## config.mk

```make
export PLATFORM = sky130hd
export DESIGN_NAME = vga_text_vram_arbiter
export DESIGN_NICKNAME = d
export VERILOG_FILES = /design/src/rtl/vga_text_vram_arbiter.sv
export SDC_FILE = /design/constraint.sdc
export NUM_CORES = 1
export LEC_CHECK = 0
export CAP_MARGIN = 20
export CELL_PAD_IN_SITES_DETAIL_PLACEMENT = 1
export CELL_PAD_IN_SITES_GLOBAL_PLACEMENT = 1
export CORE_ASPECT_RATIO = 1.75
export CORE_UTILIZATION = 30
export CTS_BUF_LIST = sky130_fd_sc_hd__clkbuf_8
export DETAILED_ROUTE_END_ITERATION = 7
export PLACE_DENSITY = 0.72
export SYNTH_ARGS = -nofsm -noshare
export SYNTH_HDL_FRONTEND = slang
export SYNTH_SLANG_ARGS = --single-unit
```

## constraint.sdc

```tcl
create_clock -name clk -period 2.1 [get_ports clk]
set_input_delay 0.315 -clock clk [delete_from_list [all_inputs] [get_ports clk]]
set_output_delay 0.315 -clock clk [all_outputs]
set_load 0.02 [all_outputs]
```

## src/rtl/vga_text_vram_arbiter.sv

```systemverilog
// vga_text_vram_arbiter: shares the text RAM between display fetches (priority) and CPU req/ack accesses.
module vga_text_vram_arbiter #(
  parameter int ADDR_WIDTH = 11,
  parameter int DATA_WIDTH = 8,
  parameter int CELLS = 1200
) (
  input  logic                  clk,
  input  logic                  rst_n,
  input  logic                  disp_active,
  input  logic [ADDR_WIDTH-1:0] disp_addr,
  output logic [DATA_WIDTH-1:0] disp_char,
  output logic                  disp_valid,
  input  logic                  cpu_req,
  input  logic                  cpu_we,
  input  logic [ADDR_WIDTH-1:0] cpu_addr,
  input  logic [DATA_WIDTH-1:0] cpu_wdata,
  output logic                  cpu_ack,
  output logic [DATA_WIDTH-1:0] cpu_rdata,
  output logic                  cpu_err,
  output logic [ADDR_WIDTH-1:0] ram_addr,
  output logic                  ram_we,
  output logic [DATA_WIDTH-1:0] ram_wdata,
  input  logic [DATA_WIDTH-1:0] ram_rdata
);
  localparam logic [2:0] IDLE = 3'd0, DISP_ISSUE = 3'd1, DISP_WAIT = 3'd2, CPU_ISSUE = 3'd3, CPU_DONE = 3'd4;
  localparam logic [ADDR_WIDTH:0] LIMIT = (ADDR_WIDTH+1)'(CELLS);
  logic [2:0] state;
  logic [ADDR_WIDTH-1:0] last_addr, c_addr;
  logic [DATA_WIDTH-1:0] c_wdata;
  logic last_ok, c_we, disp_in, c_in, addr_moved, disp_pending;
  assign disp_in = {1'b0, last_addr} < LIMIT;
  assign c_in = {1'b0, c_addr} < LIMIT;
  assign addr_moved = disp_addr != last_addr;
  assign disp_pending = disp_active & (~last_ok | addr_moved);
  always_comb begin
    ram_addr = (state == DISP_ISSUE && disp_in) ? last_addr : (state == CPU_ISSUE && c_in) ? c_addr : '0;
    ram_we = state == CPU_ISSUE && c_in && c_we;
    ram_wdata = ram_we ? c_wdata : '0;
  end
  always_ff @(posedge clk or negedge rst_n) begin
    if (!rst_n) begin
      state <= IDLE;
      last_addr <= '0;
      last_ok <= 1'b0;
      c_we <= 1'b0;
      c_addr <= '0;
      c_wdata <= '0;
      disp_char <= '0;
      disp_valid <= 1'b0;
      cpu_ack <= 1'b0;
      cpu_rdata <= '0;
      cpu_err <= 1'b0;
    end else begin
      cpu_ack <= 1'b0;
      // a moved cell invalidates the shown character until its refetch lands
      if (disp_active && last_ok && addr_moved) disp_valid <= 1'b0;
      case (state)
        IDLE:
          if (disp_pending) begin
            last_addr <= disp_addr;
            last_ok <= 1'b1;
            state <= DISP_ISSUE;
          end else if (cpu_req && !cpu_ack) begin
            c_we <= cpu_we;
            c_addr <= cpu_addr;
            c_wdata <= cpu_wdata;
            state <= CPU_ISSUE;
          end
        DISP_ISSUE: state <= DISP_WAIT;
        DISP_WAIT: begin
          disp_char <= disp_in ? ram_rdata : '0;
          disp_valid <= !addr_moved;
          state <= IDLE;
        end
        CPU_ISSUE: state <= CPU_DONE;
        CPU_DONE: begin
          cpu_ack <= 1'b1;
          cpu_rdata <= (c_in && !c_we) ? ram_rdata : '0;
          cpu_err <= !c_in;
          state <= IDLE;
        end
        default: state <= IDLE;
      endcase
    end
  end
endmodule

```

---- Yosys cells after proc, flatten, opt, wreduce, memory -nomap -nowiden ----
Index checks and enable logic that the tools add are counted.
storage, ports and cells
  bits in registers ....................... 54
  input port bits ......................... 43
  logic and storage cells ................. 49
cells by class
  bitwise operators ....................... 4
  reductions and logical operators ........ 15
  muxes and demuxes ....................... 11
  eq/ne operators ......................... 6
  magnitude comparators ................... 2
operator list
  kind                    number
  $mux W8                 3
  $lt A11 B11 Y1 const B  2
  $mux W11                2
  $ne A11 B11 Y1          1
  $pmux W3 S3             1
  $logic_and A1 B1 Y1     7
  $eq A3 B2 Y1 const B    2
  $mux W3                 2
  $logic_not A1 Y1        4
  $eq A3 B1 Y1 const B    1
  $eq A3 B3 Y1 const B    1
  $logic_not A3 Y1        1
  $mux W1                 3
  $ne A3 B3 Y1 const B    1
  $reduce_and A3 Y1       1
  $not A1 Y1              2
  $reduce_and A2 Y1       1
  $reduce_bool A2 Y1      1
  $and A1 B1 Y1           1
  $or A1 B1 Y1            1

---- Depth between registers and ports, before layout ----
  word-level depth ........................ 5
  depth in mapped cells ................... 5
  gate-level depth less buffers ........... 4

---- Least setup slack after synthesis ----
Ideal clock, no wire load.
  path kind ............................... register -> output
  start point ............................. register c_addr[4]
  end point ............................... output ram_wdata[0]
  required time ........................... 1.785 ns
  path slack .............................. 0.256 ns
  data arrival time ....................... 1.529 ns
  stages on the path, launching flop included .. 6
  path through ............................ dfrtp_1 a21o_1 a211o_1 a21boi_1 clkbuf_1 and3_1
on the way
  word-level cells in the longest chain between the ends .. 4
RTL lines
  element                            line  RTL
  from (decl)                        28    logic [ADDR_WIDTH-1:0] last_addr, c_addr;
  from (signal assigned)             65    c_addr <= cpu_addr;
  $lt A11 B11 Y1                     32    assign c_in = {1'b0, c_addr} < LIMIT;
  $logic_and A1 B1 Y1 (2 in series)  37    ram_we = state == CPU_ISSUE && c_in && c_we;
  $mux W8                            38    ram_wdata = ram_we ? c_wdata : '0;
  to (decl)                          22    output logic [DATA_WIDTH-1:0] ram_wdata,
No other way between the ends.

---- Worst setup path in the final report ----
  start point ............................. register c_addr[5]
  end point ............................... output ram_addr[3]
on the way
  word-level cells in the longest chain between the ends .. 4
RTL lines
  element                 line  RTL
  $lt A11 B11 Y1          32
  $logic_and A1 B1 Y1     36    ram_addr = (state == DISP_ISSUE && disp_in) ? last_addr : (state == CPU_ISSUE && c_in) ? c_addr : '0;
  $mux W11 (2 in series)  36
  to (decl)               20    output logic [ADDR_WIDTH-1:0] ram_addr,
No other way between the ends.

==> metrics.sh <==
TIMING.CRITICAL_PATH.CELLS='a21o_1 > a211o_1 > a21boi_4 > buf_6 > a22o_1 > buf_6'
POST-LAYOUT-TOTAL-POWER_mW=5.32
WORST_EP_ARRIVAL_TIME_NS=1.90
YOSYS.CELL_TYPES.COUNT=34
POST_LAYOUT_NONFILLER_INSTANCES=455
TIMING.CLOCK.SKEW_NS=0.00753
POWER_PER_CELL_AREA_nW_PER_UM2=1310
TIMING.CRITICAL_PATH.FROM_TYPE='flop'
WORST_MIN_DELAY_PATH_CLASS='in2async'
DRT_ITER0_DRC=102
YS_SEQ_ELEMENTS=54
COUNT_OF_UNRESOLVED_DRC_VIOLATIONS_AFTER_ROUTING=0
NUMCTSBUFFERS=5
CRIT_FANOUT=8
GROUTE.USAGE.OVERALL_PCT=17.6
AREA.GROWTH.SYNTH_TO_FINAL_PCT=50.9
INITIAL_CORE_UTILIZATION_PCT=30.9
ASYNC_RESET_FF_SHARE_PCT=100
NETLIST.TOP_CELL.BY_AREA='sky130_fd_sc_hd__dfrtp_1'
FMAX_GHz=0.451
DESIGN.DIE.AREA_UM2=9340
MET3_USAGE_PCT=2.92
SYNTH_CELLS=225
CP.REQUIRED_NS=1.78
ANTENNA_FOUND_INITIAL=0
DETAILED_PLACE.AREA_UM2=3880
SLEW_HEADROOM_PCT=52.6
SYNTHTOPCELLSBYAREA='sky130_fd_sc_hd__dfrtp_1, sky130_fd_sc_hd__o32ai_2, sky130_fd_sc_hd__a22o_1'
NNETSFINAL=380
GRT_SETUP_UNREPAIRED='true'
GLOBALROUTE.BUSIESTLAYER='met2'
POST_CTS_HOLD_BUFFER_COUNT=0
BUFFER_PORTS.INSERTED=81
POWER.COMBINATIONAL.FRACTION_PCT=54.9
CRIT_PATH_MAX_INCR_DELAY_NS=0.39
LAYOUT_WORST_PATH_CYCLE_SHARE_PCT=106
MAXIMUM_NUMBER_OF_PINS_ON_ONE_NET_BEFORE_GLOBAL_ROUTE_REPAIR=55
DR.PASS1.ITERS=4
CTS.SINKS=54
TRITONCTS_CLOCK_TREE='built'
POSTSYNTH.TOPFLOPCELL='sky130_fd_sc_hd__dfrtp_1'
PLACE_CONGESTION=0.784
GLOBAL_ROUTE.USAGE.MET2_PCT=32.9
MAX-VDD-IR-DROP_mV=0.632
CLKTRANSATPATHREGS_NS=0.10
SETUP_SLACK_NS=-0.117
MASTER_OF_THE_SLOWEST_INSTANCE_ON_THE_CRITICAL_PATH='sky130_fd_sc_hd__dfrtp_1'
DRV_CAP=0
P_SWITCHING_mW=2.07
COUNT_OF_ANTENNA_DIODES_IN_THE_LAYOUT=0
SYNTH_TOP_AREA_SHARE_PCT=50.4
SYN_AREA_PER_CELL_UM2=11.9
CRIT_PATH_FREQUENT_CELL='sky130_fd_sc_hd__buf_6'
DIE_HEIGHT_UM=127
FAILING_CHECKS='negative setup slack'
MET1_USAGE_PCT=19.2
POSTCTSSETUPREPAIRBUFS=0
POST_DRT_WL_PER_CELL_UM=17.2
VIA_PER_INST=4.87
WORST_SETUP_PATH_STARTPOINT='c_addr[5]'
SYNTHESIS.NETS=268
TIMING.FINAL.SETUP_VIOLATIONS=20
CLOCK_LATENCY_NS=0.32
DP_HPWL_MM=5.74
CORE_AREA_UM2=8670
YOSYSWARNINGCOUNT=0
H-TREE-DEPTH=2
RESULT_OF_THE_RUN='finished with violations'
CLOCKBUFFERDEPTH=2
TIMING.CRITICAL_PATH.BUF_INV=2
STATIC-LEAKAGE-POWER_nW=1.88
GRT_REMAINING_OVERFLOW=0
FINALHOLDVIOLCOUNT=0
CRIT_PATH_END_KIND='output port'
CRITICAL_PATH.TOP_DELAY_FAMILY='compound AO/OA/AOI/OAI gates'
FRACTION_OF_LAYOUT_INSTANCES_USING_A_DRIVE_STRENGTH_ABOVE_1_PCT=32.0
TIGHTEST_SLEW_NS=0.711
FILLERS=969
DP_CELLS=446
FP.DIEW_UM=73.5
AREA.SEQUENTIAL_UM2=1350
INTERNAL_PORTION_OF_TOTAL_POWER_mW=3.25
CLKPWRFRAC_PCT=11.0
WORSTREG2REGSTART='last_addr[9]'
PERIOD_NEEDED_NS=2.22
CTS.ROOT.BUFFER_CELL='sky130_fd_sc_hd__clkbuf_8'
CRITICALPATHCATEGORY='reg2out'
GRT_PASS1_VIAS=2469
PLACEMENT_ROWS=45
MULTI_INPUT_AREA_UM2=1230
SYNTH_SEQ_AREA_SHARE_PCT=50.4
POST_SYNTH_EDFFS=0
ANT_NETS=0
POWER_SWITCHING_SHARE_PCT=38.8
WHS_NS=0.122
TIMING_MAX_TRANSITION_VIOLATIONS_FINAL=0
P_SEQ_SHARE_PCT=34.1
SYNTH.CELL_AREA_UM2=2680
VIA_COUNT=2217
ROUTED_WL_MM=7.81
POSTLAYOUTCELLAREA_UM2=4050
GRT_PASS1_WL_MM=12.3
I_O_PIN_CNT=82
-- sequential cells by signal, indices dropped and copies added (netlist names) --
signal      cells
c_we            1
last_addr      11
last_ok         1
cpu_rdata       8
cpu_err         1
cpu_ack         1
c_wdata         8
disp_valid      1
c_addr         11
disp_char       8
state           3
-- layer usage --
metal  vias to the layer above  routed length [µm]
met5                         -                   0
met4                         0                 112
met3                         6                 246
met2                        48                4520
met1                      1129                2930
li1                       1034                   -
-- cells in the final DEF (no fill, tap or decap), drive strengths merged --
| master | n |
|---|---|
| nand2 | 25 |
| and3b | 1 |
| nor2b | 1 |
| and4 | 1 |
| nor3 | 3 |
| a211oi | 1 |
| clkinv | 2 |
| clkbuf | 5 |
| o21ai | 2 |
| a41oi | 2 |
| nand2b | 1 |
| dfrtp | 54 |
| o32ai | 20 |
| clkdlybuf4s50 | 60 |
| a211o | 2 |
| a21o | 4 |
| a21oi | 3 |
| nand3 | 1 |
| and3 | 9 |
| nor4 | 2 |
| buf | 59 |
| a31oi | 1 |
| nor2 | 1 |
| mux2 | 11 |
| inv | 25 |
| a22o | 26 |
| or3b | 2 |
| a21boi | 2 |
| xor2 | 11 |
| and2 | 1 |
-- logic make-up after synthesis --
kind of cell / share of synthesized area, %
DFF: 50.4
AOI/OAI and AO/OA: 24.3
muxes: 5.88
and+or+nand+nor: 10.1
buffers and inverters: 5.83
xor gates and xnor gates: 3.59
-- cells in the mapped netlist (all sizes together) (2+ instances only) --
master	count
nor4	2
inv	24
a21boi	2
nand2	25
dfrtp	54
buf	6
o32ai	20
a22o	26
and3	9
o21ai	2
xor2	11
a211o	2
mux2	11
nor3	3
a41oi	2
clkbuf	8
a21o	4
or3b	2
a21oi	3
-- power groups by stage --
stage / Combinational, mW / Clock (mW) / Sequential (mW)
after floorplan: 1.37 / 0 / 1.95
after global placement: 2.77 / 0 / 1.81
after detailed placement: 2.85 / 0 / 1.82
after CTS: 2.94 / 0.614 / 1.82
after global routing: 3.11 / 0.651 / 1.87
final: 2.92 / 0.584 / 1.82
-- path summary, 6_finish.rpt --
kind	slack, ns	end	depth (start not counted)
max	-0.12	ram_addr[3]	6
min	0.12	c_addr[0]	2
max reg2reg	0.16	c_wdata[0]	6
min reg2reg	0.51	cpu_err	2
max in group asynchronous	1.49	disp_char[1]	2
min in group clk	0.51	cpu_err	2
-- what timing repair did --
item,in CTS,in global routing
setup endpoints to repair,20,31
gates resized for setup,128,4
cloned,1,0
pin swaps,17,2
-- area by class of cell --
class                      instances  share of cell area, %
clock buffer                       5                   1.70
timing repair buffer             119                   28.4
sequential                        54                   33.4
tap                              117                   3.62
clock inverter                     3                  0.433
inverter                          24                   2.22
multi-input combinational        133                   30.3
-- stage by stage --
| step | setup slack, ns | TNS, ns | utilization, % |
|---|---|---|---|
| 6_report | -0.117 | -1.39 | 46.7 |
| 5_1_grt | -0.176 | -2.96 | 46.7 |
| 4_1_cts | -0.129 | -1.85 | 46.5 |
| 3_5_place_dp | -0.378 | -8.68 | 44.7 |
| 3_3_place_gp | -0.326 | -6.53 | 44.7 |
| 2_1_floorplan | 0.256 | 0 | - |
No activity file was read; power rests on OpenSTA's default activity.
==> RTL change, RTL diff (config.mk and constraints unchanged) <==
Put one more register stage on the output `cpu_err`, cleared by the reset. The value now appears one clock later. The other outputs are not delayed to match.
--- a/src/rtl/vga_text_vram_arbiter.sv
+++ b/src/rtl/vga_text_vram_arbiter.sv
@@ -24,6 +24,8 @@
 );
   localparam logic [2:0] IDLE = 3'd0, DISP_ISSUE = 3'd1, DISP_WAIT = 3'd2, CPU_ISSUE = 3'd3, CPU_DONE = 3'd4;
   localparam logic [ADDR_WIDTH:0] LIMIT = (ADDR_WIDTH+1)'(CELLS);
+
+  logic cpu_err_s0;
   logic [2:0] state;
   logic [ADDR_WIDTH-1:0] last_addr, c_addr;
   logic [DATA_WIDTH-1:0] c_wdata;
@@ -49,7 +51,7 @@
       disp_valid <= 1'b0;
       cpu_ack <= 1'b0;
       cpu_rdata <= '0;
-      cpu_err <= 1'b0;
+      cpu_err_s0 <= 1'b0;
     end else begin
       cpu_ack <= 1'b0;
       // a moved cell invalidates the shown character until its refetch lands
@@ -76,12 +78,20 @@
         CPU_DONE: begin
           cpu_ack <= 1'b1;
           cpu_rdata <= (c_in && !c_we) ? ram_rdata : '0;
-          cpu_err <= !c_in;
+          cpu_err_s0 <= !c_in;
           state <= IDLE;
         end
         default: state <= IDLE;
       endcase
     end
   end
+  always_ff @(posedge clk or negedge rst_n) begin
+    if (!rst_n) begin
+      cpu_err <= '0;
+    end else begin
+      cpu_err <= cpu_err_s0;
+    end
+  end
+
 endmodule
 
Check against the original RTL: not equivalent (Yosys sat finds a counterexample within 4 cycles, from zero or initial values and one cycle with rst_n low).
==> RTL change against the unedited design <==
Synthesized area up 0.93%; sequential cell count up 1; the run still ends with negative setup slack left; critical path type unchanged; synthesized cell count rose by 0.44%; total power is 1.9% higher; setup slack improved by 32 ps; design area rose by 1.6%; largest power group unchanged; routed wire length increased by 3.2%.
==> RTL change: results (changes against the unedited design) <==
synthesized instance count=226 (was 225); dpl hpwl=6020 um (was 5740 um); top post-synthesis cells by area=dfrtp_1, o32ai_2, a22o_1 (unchanged); R2R Setup Slk=130 ps (was 160 ps); Post-synth top cells=dfrtp_1, a22o_1, nand2_1 (unchanged); outcome=finished with violations (unchanged); worst hold path class=flop to flop (was input pin to async pin); synthesized net count=269 (was 268); vias in the first global route=2,623 (was 2,469); LEAKAGE=0.00192 uW (was 0.00188 uW); GRT Total Usage=18.6% (was 17.6%); gpl congestion=0.787 (was 0.784); setup ws final=-85.1 ps (was -117 ps); vias=2,241 (was 2,217); relative slew slack=67.2% (was 52.6%); post-synthesis mux area share=5.82% (was 5.88%); largest net degree at the start of global routing=22 (was 55); nets=382 (was 380); Synth Area in XOR/XNOR=3.56% (was 3.59%); compound-gate portion of the synthesized area=24.0% (was 24.3%); failing checks=negative setup slack (unchanged); R2R depth=7 (was 6); Finish-stage setup viols=20 (unchanged); setup TNS=-1290 ps (was -1390 ps); Total Wirelength=8050 um (was 7810 um); sequential area share after synthesis=50.8% (was 50.4%); DRT iter0 DRCs=53 (was 102)
RTL change: cell types whose count changed in the layout (fill, tap and decap cells not counted), sizes merged:
cell         before  now
dfrtp            54   55
inv              25   26
dlygate4sd3       0    1
clkinv            2    1
RTL change: timing repair:
| action | CTS | global route |
|---|---|---|
| pin swaps | 13 | 2 |
| cloned | 1 | 0 |
| gates resized for setup | 130 | 4 |
| buffers inserted | 1 | 0 |
| hold buffers | 1 | 0 |
| hold endpoints to repair | 16 | 0 |
| endpoints found under the setup margin | 20 | 20 |
RTL change: cell type report:
class / count / area (sq um)
clock buffers: 5 / 68.8
fillers: 944 / 4610
multi-input cells: 133 / 1240
well taps: 117 / 146
inverters: 24 / 90.1
clock inverters: 3 / 12.5
flip-flops and latches: 55 / 1380
repair buffers: 120 / 1180
RTL change: cell families (layout without fill, tap and decap cells):
group           after synthesis  in the layout
compound gates               63             63
xor+xnor                     11             11
buf+inv                      38            152
flops                        55             55
mux                          11             11
simple gates                 48             48
RTL change: report_power, final:
group	internal, uW	total (uW)	switching, uW
Sequential	1520	1870	352
Clock	226	573	347
Combinational	1570	2980	1410
Total	3320	5420	2110
RTL change: how the worst max path moves through the flow:
| stage | end | slack, ps | cells past startpoint | start |
|---|---|---|---|---|
| 2_1_floorplan | ram_wdata[0] | 260 | 5 | c_addr[4]$_DFFE_PN0P_ |
| 3_3_place_gp | ram_addr[8] | -280 | 6 | last_addr[4]$_DFFE_PN0P_ |
| 3_5_place_dp | ram_wdata[3] | -320 | 6 | c_addr[4]$_DFFE_PN0P_ |
| 4_1_cts | ram_wdata[5] | -100 | 6 | c_addr[4]$_DFFE_PN0P_ |
| 5_1_grt | ram_addr[4] | -170 | 6 | c_addr[5]$_DFFE_PN0P_ |
| 6_report | ram_wdata[5] | -90 | 6 | c_addr[4]$_DFFE_PN0P_ |
RTL change: layer usage:
| layer | global-route usage, % | up-vias | share of wire [%] |
|---|---|---|---|
| met3 | 3.38 | 7 | 3.6 |
| met4 | 5.66 | 0 | 1.8 |
| met5 | 0 | - | 0 |
| met1 | 19.6 | 1140 | 36 |
| met2 | 36.0 | 55 | 58 |
| li1 | - | 1039 | - |
RTL change: metrics by stage:
step	setup slack, ps	area [sq um]	power, uW
after global routing	-175	4120	5750
after detailed placement	-317	3920	4730
after CTS	-102	4100	5480
after floorplan	256	2710	3350
final	-85.1	4120	5420
after global placement	-282	3920	4640
RTL change: worst max-delay path: stages, from the launching register on:
cell and delay [ps]:
dfrtp_1 390, a21o_1 170, a211o_1 300, a21boi_4 220, buf_6 170, and3_1 160, buf_4 140
